### src/rtl/load_store_unit_pkg.sv
// Shared types for the load/store unit: access-size encodings, FSM states and
// the default data-memory window.
package load_store_unit_pkg;

  localparam int          DATA_W           = 32;
  localparam logic [31:0] DMEM_BASE_DEF    = 32'h1000_0000;
  localparam int          DMEM_WORDS_DEF   = 32;

  typedef enum logic [1:0] {
    SIZE_B = 2'b00,
    SIZE_H = 2'b01,
    SIZE_W = 2'b10,
    SIZE_X = 2'b11
  } size_e;

  typedef enum logic [2:0] {
    IDLE    = 3'd0,
    RD      = 3'd1,
    RD_DATA = 3'd2,
    WR      = 3'd3,
    RESP    = 3'd4
  } state_e;

endpackage

### src/rtl/load_store_unit_lane_align.sv
// Little-endian lane handling: pull a byte/halfword lane out of a memory word
// with sign/zero extension, and merge store data into one lane of a word.
module lsu_lane_align
  import load_store_unit_pkg::*;
(
  input  logic [DATA_W-1:0] rdata,
  input  logic [DATA_W-1:0] wdata,
  input  logic [1:0]        offset,
  input  size_e             size,
  input  logic              is_signed,
  output logic [DATA_W-1:0] load_data,
  output logic [DATA_W-1:0] merged_data
);

  logic signed [7:0]  lane_b;
  logic signed [15:0] lane_h;

  always_comb begin
    lane_b = $signed(rdata[{offset, 3'b000} +: 8]);
    lane_h = $signed(rdata[{offset[1], 4'b0000} +: 16]);
  end

  always_comb begin
    load_data = rdata;
    case (size)
      SIZE_B:  load_data = is_signed ? DATA_W'(lane_b) : DATA_W'($unsigned(lane_b));
      SIZE_H:  load_data = is_signed ? DATA_W'(lane_h) : DATA_W'($unsigned(lane_h));
      default: load_data = rdata;
    endcase
  end

  // Untouched lanes keep the word just read from memory.
  always_comb begin
    merged_data = rdata;
    case (size)
      SIZE_B:  merged_data[{offset, 3'b000} +: 8]    = wdata[7:0];
      SIZE_H:  merged_data[{offset[1], 4'b0000} +: 16] = wdata[15:0];
      default: merged_data = wdata;
    endcase
  end

endmodule

### src/rtl/load_store_unit.sv
// Single-outstanding load/store unit in front of a word-wide data memory with
// registered reads and falling-edge writes; sub-word stores are read-modify-write.
module load_store_unit
  import load_store_unit_pkg::*;
#(
  parameter logic [31:0] DMEM_BASE  = DMEM_BASE_DEF,
  parameter int          DMEM_WORDS = DMEM_WORDS_DEF
) (
  input  logic              clk,
  input  logic              reset_n,
  input  logic              req_valid,
  output logic              req_ready,
  input  logic              req_we,
  input  logic [1:0]        req_size,
  input  logic              req_signed,
  input  logic [31:0]       req_addr,
  input  logic [DATA_W-1:0] req_wdata,
  output logic              resp_valid,
  output logic              resp_err,
  output logic [DATA_W-1:0] resp_rdata,
  output logic              mem_read,
  output logic              mem_write,
  output logic [31:0]       mem_addr_rd,
  output logic [31:0]       mem_addr_wr,
  output logic [DATA_W-1:0] mem_wdata,
  input  logic [DATA_W-1:0] mem_rdata
);

  localparam logic [31:0] DMEM_SPAN = 32'(4 * DMEM_WORDS);

  state_e            state, state_nx;
  logic              we_p0;
  size_e             size_p0;
  logic              sgn_p0;
  logic [31:0]       addr_p0;
  logic [DATA_W-1:0] wdata_p0;
  logic              accept;
  logic              req_err;
  logic [DATA_W-1:0] load_ext;
  logic [DATA_W-1:0] store_merged;

  // Offset arithmetic wraps, so the lower bound is checked separately.
  function automatic logic access_err(input logic [31:0] addr, input size_e size);
    logic [31:0] off;
    logic        bad;
    off = addr - DMEM_BASE;
    bad = (addr < DMEM_BASE) || (off >= DMEM_SPAN);
    case (size)
      SIZE_H:  bad = bad | addr[0];
      SIZE_W:  bad = bad | (|addr[1:0]);
      SIZE_X:  bad = 1'b1;
      default: bad = bad;
    endcase
    return bad;
  endfunction

  assign accept  = req_valid && (state == IDLE);
  assign req_err = access_err(req_addr, size_e'(req_size));

  always_ff @(posedge clk or negedge reset_n) begin
    if (!reset_n) state <= IDLE;
    else          state <= state_nx;
  end

  always_comb begin
    state_nx = state;
    case (state)
      IDLE: begin
        if (req_valid) begin
          if (req_err)                                      state_nx = RESP;
          else if (req_we && (size_e'(req_size) == SIZE_W)) state_nx = WR;
          else                                              state_nx = RD;
        end
      end
      RD:      state_nx = RD_DATA;
      RD_DATA: state_nx = we_p0 ? WR : RESP;
      WR:      state_nx = RESP;
      RESP:    state_nx = IDLE;
      default: state_nx = IDLE;
    endcase
  end

  assign req_ready   = (state == IDLE);
  assign resp_valid  = (state == RESP);
  assign mem_read    = (state == RD);
  assign mem_write   = (state == WR);
  assign mem_addr_rd = {addr_p0[31:2], 2'b00};
  assign mem_addr_wr = {addr_p0[31:2], 2'b00};
  assign mem_wdata   = wdata_p0;

  // ---- p0: request latch; RD_DATA folds the lane result back in ----
  always_ff @(posedge clk or negedge reset_n) begin
    if (!reset_n) begin
      we_p0      <= 1'b0;
      size_p0    <= SIZE_B;
      sgn_p0     <= 1'b0;
      addr_p0    <= '0;
      wdata_p0   <= '0;
      resp_rdata <= '0;
      resp_err   <= 1'b0;
    end else if (accept) begin
      we_p0      <= req_we;
      size_p0    <= size_e'(req_size);
      sgn_p0     <= req_signed;
      addr_p0    <= req_addr;
      wdata_p0   <= req_wdata;
      resp_rdata <= '0;
      resp_err   <= req_err;
    end else if (state == RD_DATA) begin
      if (we_p0) wdata_p0   <= store_merged;
      else       resp_rdata <= load_ext;
    end
  end

  lsu_lane_align u_lane_align (
    .rdata       (mem_rdata),
    .wdata       (wdata_p0),
    .offset      (addr_p0[1:0]),
    .size        (size_p0),
    .is_signed   (sgn_p0),
    .load_data   (load_ext),
    .merged_data (store_merged)
  );

endmodule

### config.mk
export PLATFORM = sky130hd
export DESIGN_NAME = load_store_unit
export DESIGN_NICKNAME = d
export VERILOG_FILES = /design/src/rtl/load_store_unit_pkg.sv /design/src/rtl/load_store_unit_lane_align.sv /design/src/rtl/load_store_unit.sv
export SDC_FILE = /design/constraint.sdc
export NUM_CORES = 1
export LEC_CHECK = 0
export ABC_AREA = 1
export CORE_MARGIN = 2
export CORE_UTILIZATION = 46
export CTS_BUF_LIST = sky130_fd_sc_hd__clkbuf_8
export DETAILED_ROUTE_END_ITERATION = 16
export GPL_TIMING_DRIVEN = 0
export PLACE_DENSITY = 0.8
export SLEW_MARGIN = 20
export SYNTH_ARGS = -nofsm -noshare
export SYNTH_HDL_FRONTEND = slang
export SYNTH_HIERARCHICAL = 1
export SYNTH_SLANG_ARGS = --single-unit
### constraint.sdc
create_clock -name clk -period 4.5 [get_ports clk]
set_clock_uncertainty 0.15 [all_clocks]
set_input_delay 0.45 -clock clk [delete_from_list [all_inputs] [get_ports clk]]
set_output_delay 0.45 -clock clk [all_outputs]
set_load 0.02 [all_outputs]
==> qor_table.md, run 1 <==
| Step | Item | This run |
| --- | --- | --- |
| outcome | Result of the run | finished clean |
| floorplanning | Effective utilization at floorplan | 46.8% |
| drt | Drc violations | 0 |
| synth | Avg Synthesized Cell Area | 6.82 µm² |
| timing | Highest achievable clock rate | 397 MHz |
| clocking | Clock latency on the worst-skew pair | 0.40 ns |
| synth | Async set-reset flop share out of synthesis | 100% |
| power and ir drop | Post-layout total power | 0.00699 W |
| hold path | Classification of the worst-slack hold path | input pin to async pin |
| synth | Fraction of the yosys area taken by sequential cells | 36.7% |
| global route | Number of global-route vias before repair | 6985 |
| synth | Most frequent cells after synthesis | nand2_1 (287), o21ai_1 (106), inv_1 (105) |
| floorplanning | Die W | 128 µm |
| clocking | Number of buffers added by the clock tree synthesis step | 9 |
| floorplanning | Die span in y | 128 µm |
| power and ir drop | Total power per unit cell area | 709 nW/µm² |
| setup path | Data required time at the worst endpoint | 4.68 ns |
| finish | Layout overhead on the synthesized area | 39.2% |
| clocking | Maximum root-to-sink buffer count | 2 |
| synth | Fraction of synthesized cell area taken by the top area cell type | 36.7% |
| timing | Worst Tran Pin Value | 0.596 ns |
| setup path | Biggest fanout along the worst timing path | 12 |
| global route | Wire length of the first global-routing pass | 38.3 mm |
| synth | Number of enable flip-flop cells after synthesis | 0 |
| setup path | Data arrival time of the critical path | 2.70 ns |
| power and ir drop | Leakage power total | 4.72 nW |
| drt | Overall routed net length | 24.5 mm |
| synth | Post-synthesis register bit count | 104 |
| clocking | H-tree lvl count | 3 |
| timing | Setup TNS | 0 ns |
| floorplanning | Die Footprint | 16400 µm² |
| synth | Dominant cell type by area after synthesis | dfrtp_1 |
| drt | Routed vias/inst | 5.16 |
| synth | Number of cells produced by synthesis | 1039 |
| floorplanning | Placement Rows | 45 |
| global route | Global routing usage summed across all routing layers | 30.2% |
| setup path | Master of the slowest instance on the critical path | dfrtp_1 |
| setup path | Classification of the worst setup path | flop to flop |
| timing | Fin crit share | 56.0% |
| flow run | Max Cap Violations | 0 |
| finish | Post-route insts no fill | 1479 |
| placement | RD Place Congestion | 0.962 |
| placement | Detailed-placement wirelength estimate | 19.5 mm |
| synth | Count leader, synth | nand2_1 |
| timing | Final setup violating endpoints | 0 |
| synth | Most instantiated flip-flop cell in the synthesis netlist | dfrtp_1 |
| clocking | CTS tree | built |
| drt | Detail Route Antenna Nets | 0 |
| setup path | CP Capture Type | flop |
| floorplanning | Placeable core area | 15100 µm² |
| finish | Post-route cell area | 9860 µm² |
| clocking | Clock tree sinks | 104 |
| power and ir drop | IR Drop Worst-Case VDD | 0.000379 V |
| synth | Cell types with the largest area share after synthesis | dfrtp_1 (37%), nand2_1 (15%), buf_4 (7.6%) |
| drt | Initial DRC Count | 730 |
| synth | Yosys warning total | 6 |
| synth | Distinct cell type count after synthesis | 34 |
| clocking | Root buf cell | clkbuf_8 |
| clocking | Setup bufs post-CTS | 0 |
| synth | Area of the mapped netlist | 7080 µm² |
| setup path | Startpoint kind of the worst setup timing path | flop |
| clocking | Clock-pin slew of the registers on the worst-case setup and hold paths | 0.11 ns |
| timing | Unrepaired setup endpoints after global routing | no |
| timing | Count of final hold-check violations | 0 |
| timing | Minimum clock period | 2.52 ns |
| global route | Overflow after GRT | 0 |
| placement | Dpl cells | 1462 |
| setup path | Max incr delay on CP | 0.53 ns |
| finish | Fraction of final layout cells with drive strength greater than 1 | 10.5% |
| drt | Post-detailed-route wirelength per cell | 16.6 µm |
| global route | Number of antenna violations at the first check in global routing | 0 |
| timing | Relative slew slack | 60.2% |
| finish | Number of nets in the layout | 1397 |
| drt | Vias after detailed routing | 7635 |
| drt | DRT Pass-1 Iters | 6 |
| placement | Input/output buffers | 231 |
| global route | Pin count of the biggest net entering global routing | 72 |
| timing | Max-slew violation count | 0 |
| placement | Area of placed instances | 9670 µm² |
| setup path | Cell Chain, Critical Path | inv_2, buf_2, ha_1, buf_2, inv_1, buf_4, nand3_1, o21ai_0, nand2_1, nand2_1, o21ai_0, o21ai_1 |
| finish | Number of antenna cells inserted | 0 |
| floorplanning | IO Count | 236 |
sequential cells by signal (all words and copies together), names as in the netlist:
register / flops
we_p0: 1
sgn_p0: 1
size_p0: 2
addr_p0: 32
mem_wdata: 32
state: 3
resp_err: 1
resp_rdata: 32
cell type report:
| cell class | instances | area (µm²) |
|---|---|---|
| flip-flops and latches | 104 | 2600 |
| fillers | 1361 | 5280 |
| well taps | 188 | 235 |
| repair buffers | 233 | 2350 |
| clock buffers | 10 | 138 |
| multi-input cells | 703 | 3270 |
| plain buffers | 125 | 811 |
| clock inverters | 6 | 43.8 |
| inverters | 110 | 413 |
timing repair:
action                                 4_1_cts  5_1_grt
resized for setup                            0        0
hold buffers                                 1        0
endpoints found under the hold margin       33        0
power by group:
| group | internal [W] | switching [W] |
|---|---|---|
| logic | 0.00204 | 0.00264 |
| clock network | 0.000219 | 0.000342 |
| registers | 0.00133 | 0.000428 |
cell families after synthesis:
family / Yosys count / share of synthesized area, %
and+or+nand+nor: 464 / 27.6
buffers and inverters: 235 / 17.3
AOI/OAI and AO/OA: 227 / 17.0
DFF: 104 / 36.7
adders and majority gates: 8 / 1.41
other: 1 / 0.0529
final timing paths:
check | start | endpoint | slack [ns] | cells after the start
max in group asynchronous | reset_n | resp_rdata[28] | 3.20 | 3
hold / removal | reset_n | addr_p0[4] | 0.34 | 2
hold reg to reg | resp_err | resp_err | 0.35 | 2
min in group clk | resp_err | resp_err | 0.35 | 2
setup / recovery | addr_p0[1] | mem_wdata[10] | 1.98 | 12
setup reg to reg | addr_p0[1] | mem_wdata[10] | 1.98 | 12
layout by cell type, fill, tap and decap left out, types with 3 or more instances in the layout:
cell | Yosys | routed
inv_1 | 105 | 106
o22ai_1 | 8 | 8
clkdlybuf4s50_1 | 0 | 230
nand2_1 | 287 | 287
o21a_1 | 4 | 4
o211ai_1 | 8 | 8
clkbuf_1 | 18 | 18
nor3_1 | 3 | 3
o21ai_0 | 70 | 70
nand4_1 | 9 | 9
dfrtp_1 | 104 | 104
buf_4 | 72 | 72
conb_1 | 1 | 4
buf_6 | 5 | 6
clkbuf_8 | 0 | 10
a22oi_1 | 8 | 8
o21ai_1 | 106 | 106
buf_1 | 3 | 3
nand3_1 | 102 | 102
a21oi_1 | 21 | 21
nor2_1 | 51 | 51
inv_2 | 4 | 4
buf_2 | 27 | 27
ha_1 | 8 | 8
metal layers:
metal	up-vias	routed length [µm]	GRT usage, %
met3	49	1980	6.09
li1	3786	-	-
met5	-	0	0
met1	3456	10600	41.7
met4	0	685	9.95
met2	344	11200	47.7
stage by stage:
step           utilization, %  setup slack [ns]  hold WS (ns)
5_1_grt                  65.1              1.79         0.382
6_report                 65.1              1.98         0.341
2_1_floorplan               -              2.48       0.00441
3_5_place_dp             63.9              2.03         0.207
4_1_cts                  65.1              1.99         0.339
3_3_place_gp             63.7            -0.998         0.315
worst max-delay path, delay by kind of cell (launching register included):
kind / cells / cell delay (ns)
fa+ha+maj: 1 / 0.21
simple gates: 3 / 0.28
flops: 1 / 0.53
compound gates: 3 / 0.43
buf+inv: 5 / 0.86
Note: power is estimated with default switching activity, not from simulation.
==> run 2: changes to the inputs <==
Clock period 4.5 ns to 2.34 ns, I/O delays scaled along.
==> run 2 against run 1 <==
Net effect: sequential share of layout area barely moved; critical endpoint is now mem_wdata[23]; critical path depth fell by 2; register-to-register slack got worse by 1.9 ns; setup slack got worse by 1.9 ns; combinational power rose by 94%; non-clock buffer count rose by 1; largest power group unchanged.
==> qor_table.md, run 2 (synthesis results as in run 1) <==
| Step | Item | This run | vs previous |
| --- | --- | --- | --- |
| flow run | Max Cap Violations | 0 | unchanged |
| global route | Routing usage on met3 | 6.30% | +0.21 points |
| finish | Number of antenna cells inserted | 0 | unchanged |
| setup path | Flop2flop setup slack | 0.09 ns | -1.90 ns |
| timing | Fin crit share | 96.3% | +40 points |
| power and ir drop | Sequential Power Share | 25.0% | about the same |
| finish | Fraction of final layout cells with drive strength greater than 1 | 11.1% | +0.53 points |
| floorplanning | IO Count | 236 | unchanged |
| placement | RD Place Congestion | 0.962 | unchanged |
| clocking | Clock-pin slew of the registers on the worst-case setup and hold paths | 0.11 ns | about the same |
| global route | Met1 GRT Util | 41.6% | about the same |
| timing | Worst Tran Pin Value | 0.582 ns | -0.0149 ns |
| drt | Vias after detailed routing | 7695 | +0.79% |
| power and ir drop | Net switching component of the power | 0.00659 W | +93% |
| drt | Drc violations | 0 | unchanged |
| floorplanning | Placement Rows | 45 | unchanged |
| clocking | H-tree lvl count | 3 | unchanged |
| placement | Dpl cells | 1462 | unchanged |
| clocking | Maximum root-to-sink buffer count | 2 | unchanged |
| clocking | Root buf cell | clkbuf_8 |  |
| finish | Post-route insts no fill | 1480 | +0.068% |
| global route | Number of antenna violations at the first check in global routing | 0 | unchanged |
| setup path | Classification of the worst setup path | flop to flop |  |
| timing | Count of final hold-check violations | 0 | unchanged |
| finish | Commonest cells after routing, fill and taps aside | nand2_1 (287), clkdlybuf4s50_1 (230), o21ai_1 (108), inv_1 (105) |  |
| global route | Wire length of the first global-routing pass | 38.3 mm | about the same |
| power and ir drop | Clock group share of total power | 8.0% | about the same |
| global route | Global routing usage summed across all routing layers | 30.2% | about the same |
| placement | Detailed-placement wirelength estimate | 19.5 mm | unchanged |
| power and ir drop | Post-layout total power | 0.0135 W | +93% |
| setup path | Data required time at the worst endpoint | 2.51 ns | -2.17 ns |
| clocking | Number of buffers added by the clock tree synthesis step | 9 | unchanged |
| global route | Overflow after GRT | 0 | unchanged |
| global route | Met2 track utilization from global routing | 47.5% | -0.19 points |
| power and ir drop | Comb power frac | 67.0% | about the same |
| global route | Pin count of the biggest net entering global routing | 72 | unchanged |
| drt | Detail Route Antenna Nets | 0 | unchanged |
| hold path | Classification of the worst-slack hold path | input pin to async pin |  |
| floorplanning | Die span in y | 128 µm | unchanged |
| power and ir drop | IR Drop Worst-Case VDD | 0.000724 V | +91% |
| drt | Initial DRC Count | 795 | +8.9% |
| outcome | Result of the run | finished clean |  |
| drt | Post-detailed-route wirelength per cell | 16.6 µm | +0.25% |
| finish | Filler cells | 1358 | -0.22% |
| global route | Number of global-route vias before repair | 6986 | +0.014% |
| finish | Number of nets in the layout | 1398 | +0.072% |
| drt | DRT Pass-1 Iters | 6 | unchanged |
| power and ir drop | Leakage power total | 4.72 nW | +0.14% |
| setup path | Biggest fanout along the worst timing path | 9 | -3 |
| drt | Routed vias/inst | 5.20 | +0.72% |
| timing | Max-slew violation count | 0 | unchanged |
| setup path | Data arrival time of the critical path | 2.42 ns | -0.28 ns |
| clocking | CTS tree | built |  |
| drt | Overall routed net length | 24.6 mm | +0.32% |
| floorplanning | Placeable core area | 15100 µm² | unchanged |
| floorplanning | Die W | 128 µm | unchanged |
| power and ir drop | Internal power component | 0.00693 W | +93% |
| timing | Highest achievable clock rate | 444 MHz | +12% |
| timing | Relative slew slack | 61.2% | +0.99 points |
| power and ir drop | Fraction of power spent switching nets | 48.7% | about the same |
| finish | Layout overhead on the synthesized area | 39.6% |  |
| finish | Post-layout utilization of the core | 65.3% | +0.18 points |
| floorplanning | Effective utilization at floorplan | 46.8% | unchanged |
| clocking | Clock tree sinks | 104 | unchanged |
| setup path | Startpoint kind of the worst setup timing path | flop |  |
| floorplanning | Die Footprint | 16400 µm² | unchanged |
| placement | Input/output buffers | 231 | unchanged |
| power and ir drop | Total power per unit cell area | 1370 nW/µm² | +93% |
| finish | Most common cell after layout, fill and taps aside | nand2_1 |  |
| timing | Setup TNS | 0 ns | unchanged |
| clocking | Clock latency on the worst-skew pair | 0.40 ns | about the same |
| global route | Busiest metal layer after global routing | met2 |  |
| timing | Minimum clock period | 2.25 ns | -0.265 ns |
| setup path | CP Capture Type | flop |  |
| timing | Final setup violating endpoints | 0 | unchanged |
[run 2: layout make-up]
cell class	count	area, µm²	share of cell area (%)
Tap cell	188	235	2.38
Sequential cell	104	2610	26.3
Buffer	123	802	8.11
Clock buffer	10	138	1.39
Multi-Input combinational cell	703	3270	33.1
Clock inverter	6	43.8	0.443
Inverter	110	422	4.26
Timing Repair Buffer	236	2370	24.0
[run 2: final timing paths]
check / startpoint / end / depth (start not counted)
max: addr_p0[0] / mem_wdata[23] / 10
min: reset_n / addr_p0[4] / 2
max reg2reg: addr_p0[0] / mem_wdata[23] / 10
min reg2reg: resp_err / resp_err / 2
max in group asynchronous: reset_n / resp_rdata[28] / 3
min in group clk: req_addr[6] / addr_p0[6] / 3
[run 2: per-stage QoR]
| step | hold slack, ns | cell area [µm²] | worst slack (ns) |
|---|---|---|---|
| 2_1_floorplan | -0.212 | 7100 | 0.316 |
| 4_1_cts | 0.123 | 9860 | 0.0410 |
| 6_report | 0.133 | 9890 | 0.0857 |
| 3_5_place_dp | -0.00886 | 9670 | -0.128 |
| 3_3_place_gp | 0.315 | 9640 | -2.94 |
| 5_1_grt | 0.158 | 9890 | -0.00886 |
[run 2: repair_timing]
item,4_1_cts,5_1_grt
resized for setup,2,8
buffers inserted,0,3
hold endpoints to repair,104,0
setup endpoints to repair,11,30
hold buffers,1,0
[run 2: metal layers]
layer  part of all wire (%)  up-vias  wire [µm]
met2                     46      342      11300
met1                     44     3513      10800
met4                    2.6        0        639
li1                       -     3793          -
met3                    7.6       47       1870
met5                      0        -          0
[run 2: power groups by stage]
stage | clock, W | sequential, W | combinational (W)
after floorplan | 0 | 0.00365 | 0.00512
after global placement | 0 | 0.00339 | 0.00878
after CTS | 0.00111 | 0.00337 | 0.00893
final | 0.00108 | 0.00338 | 0.00906
after global routing | 0.00117 | 0.00348 | 0.00984
after detailed placement | 0 | 0.00340 | 0.00890
[run 2: worst max-delay path, cell delays in order (launching register included)]
cell        delay, ns
dfrtp_2          0.47
inv_1            0.18
ha_1             0.23
clkinvlp_4       0.21
nor2_1           0.14
nand2_1          0.19
o21ai_0          0.21
nand2_1          0.11
nand2_1          0.09
o21ai_0          0.08
o21ai_1          0.12
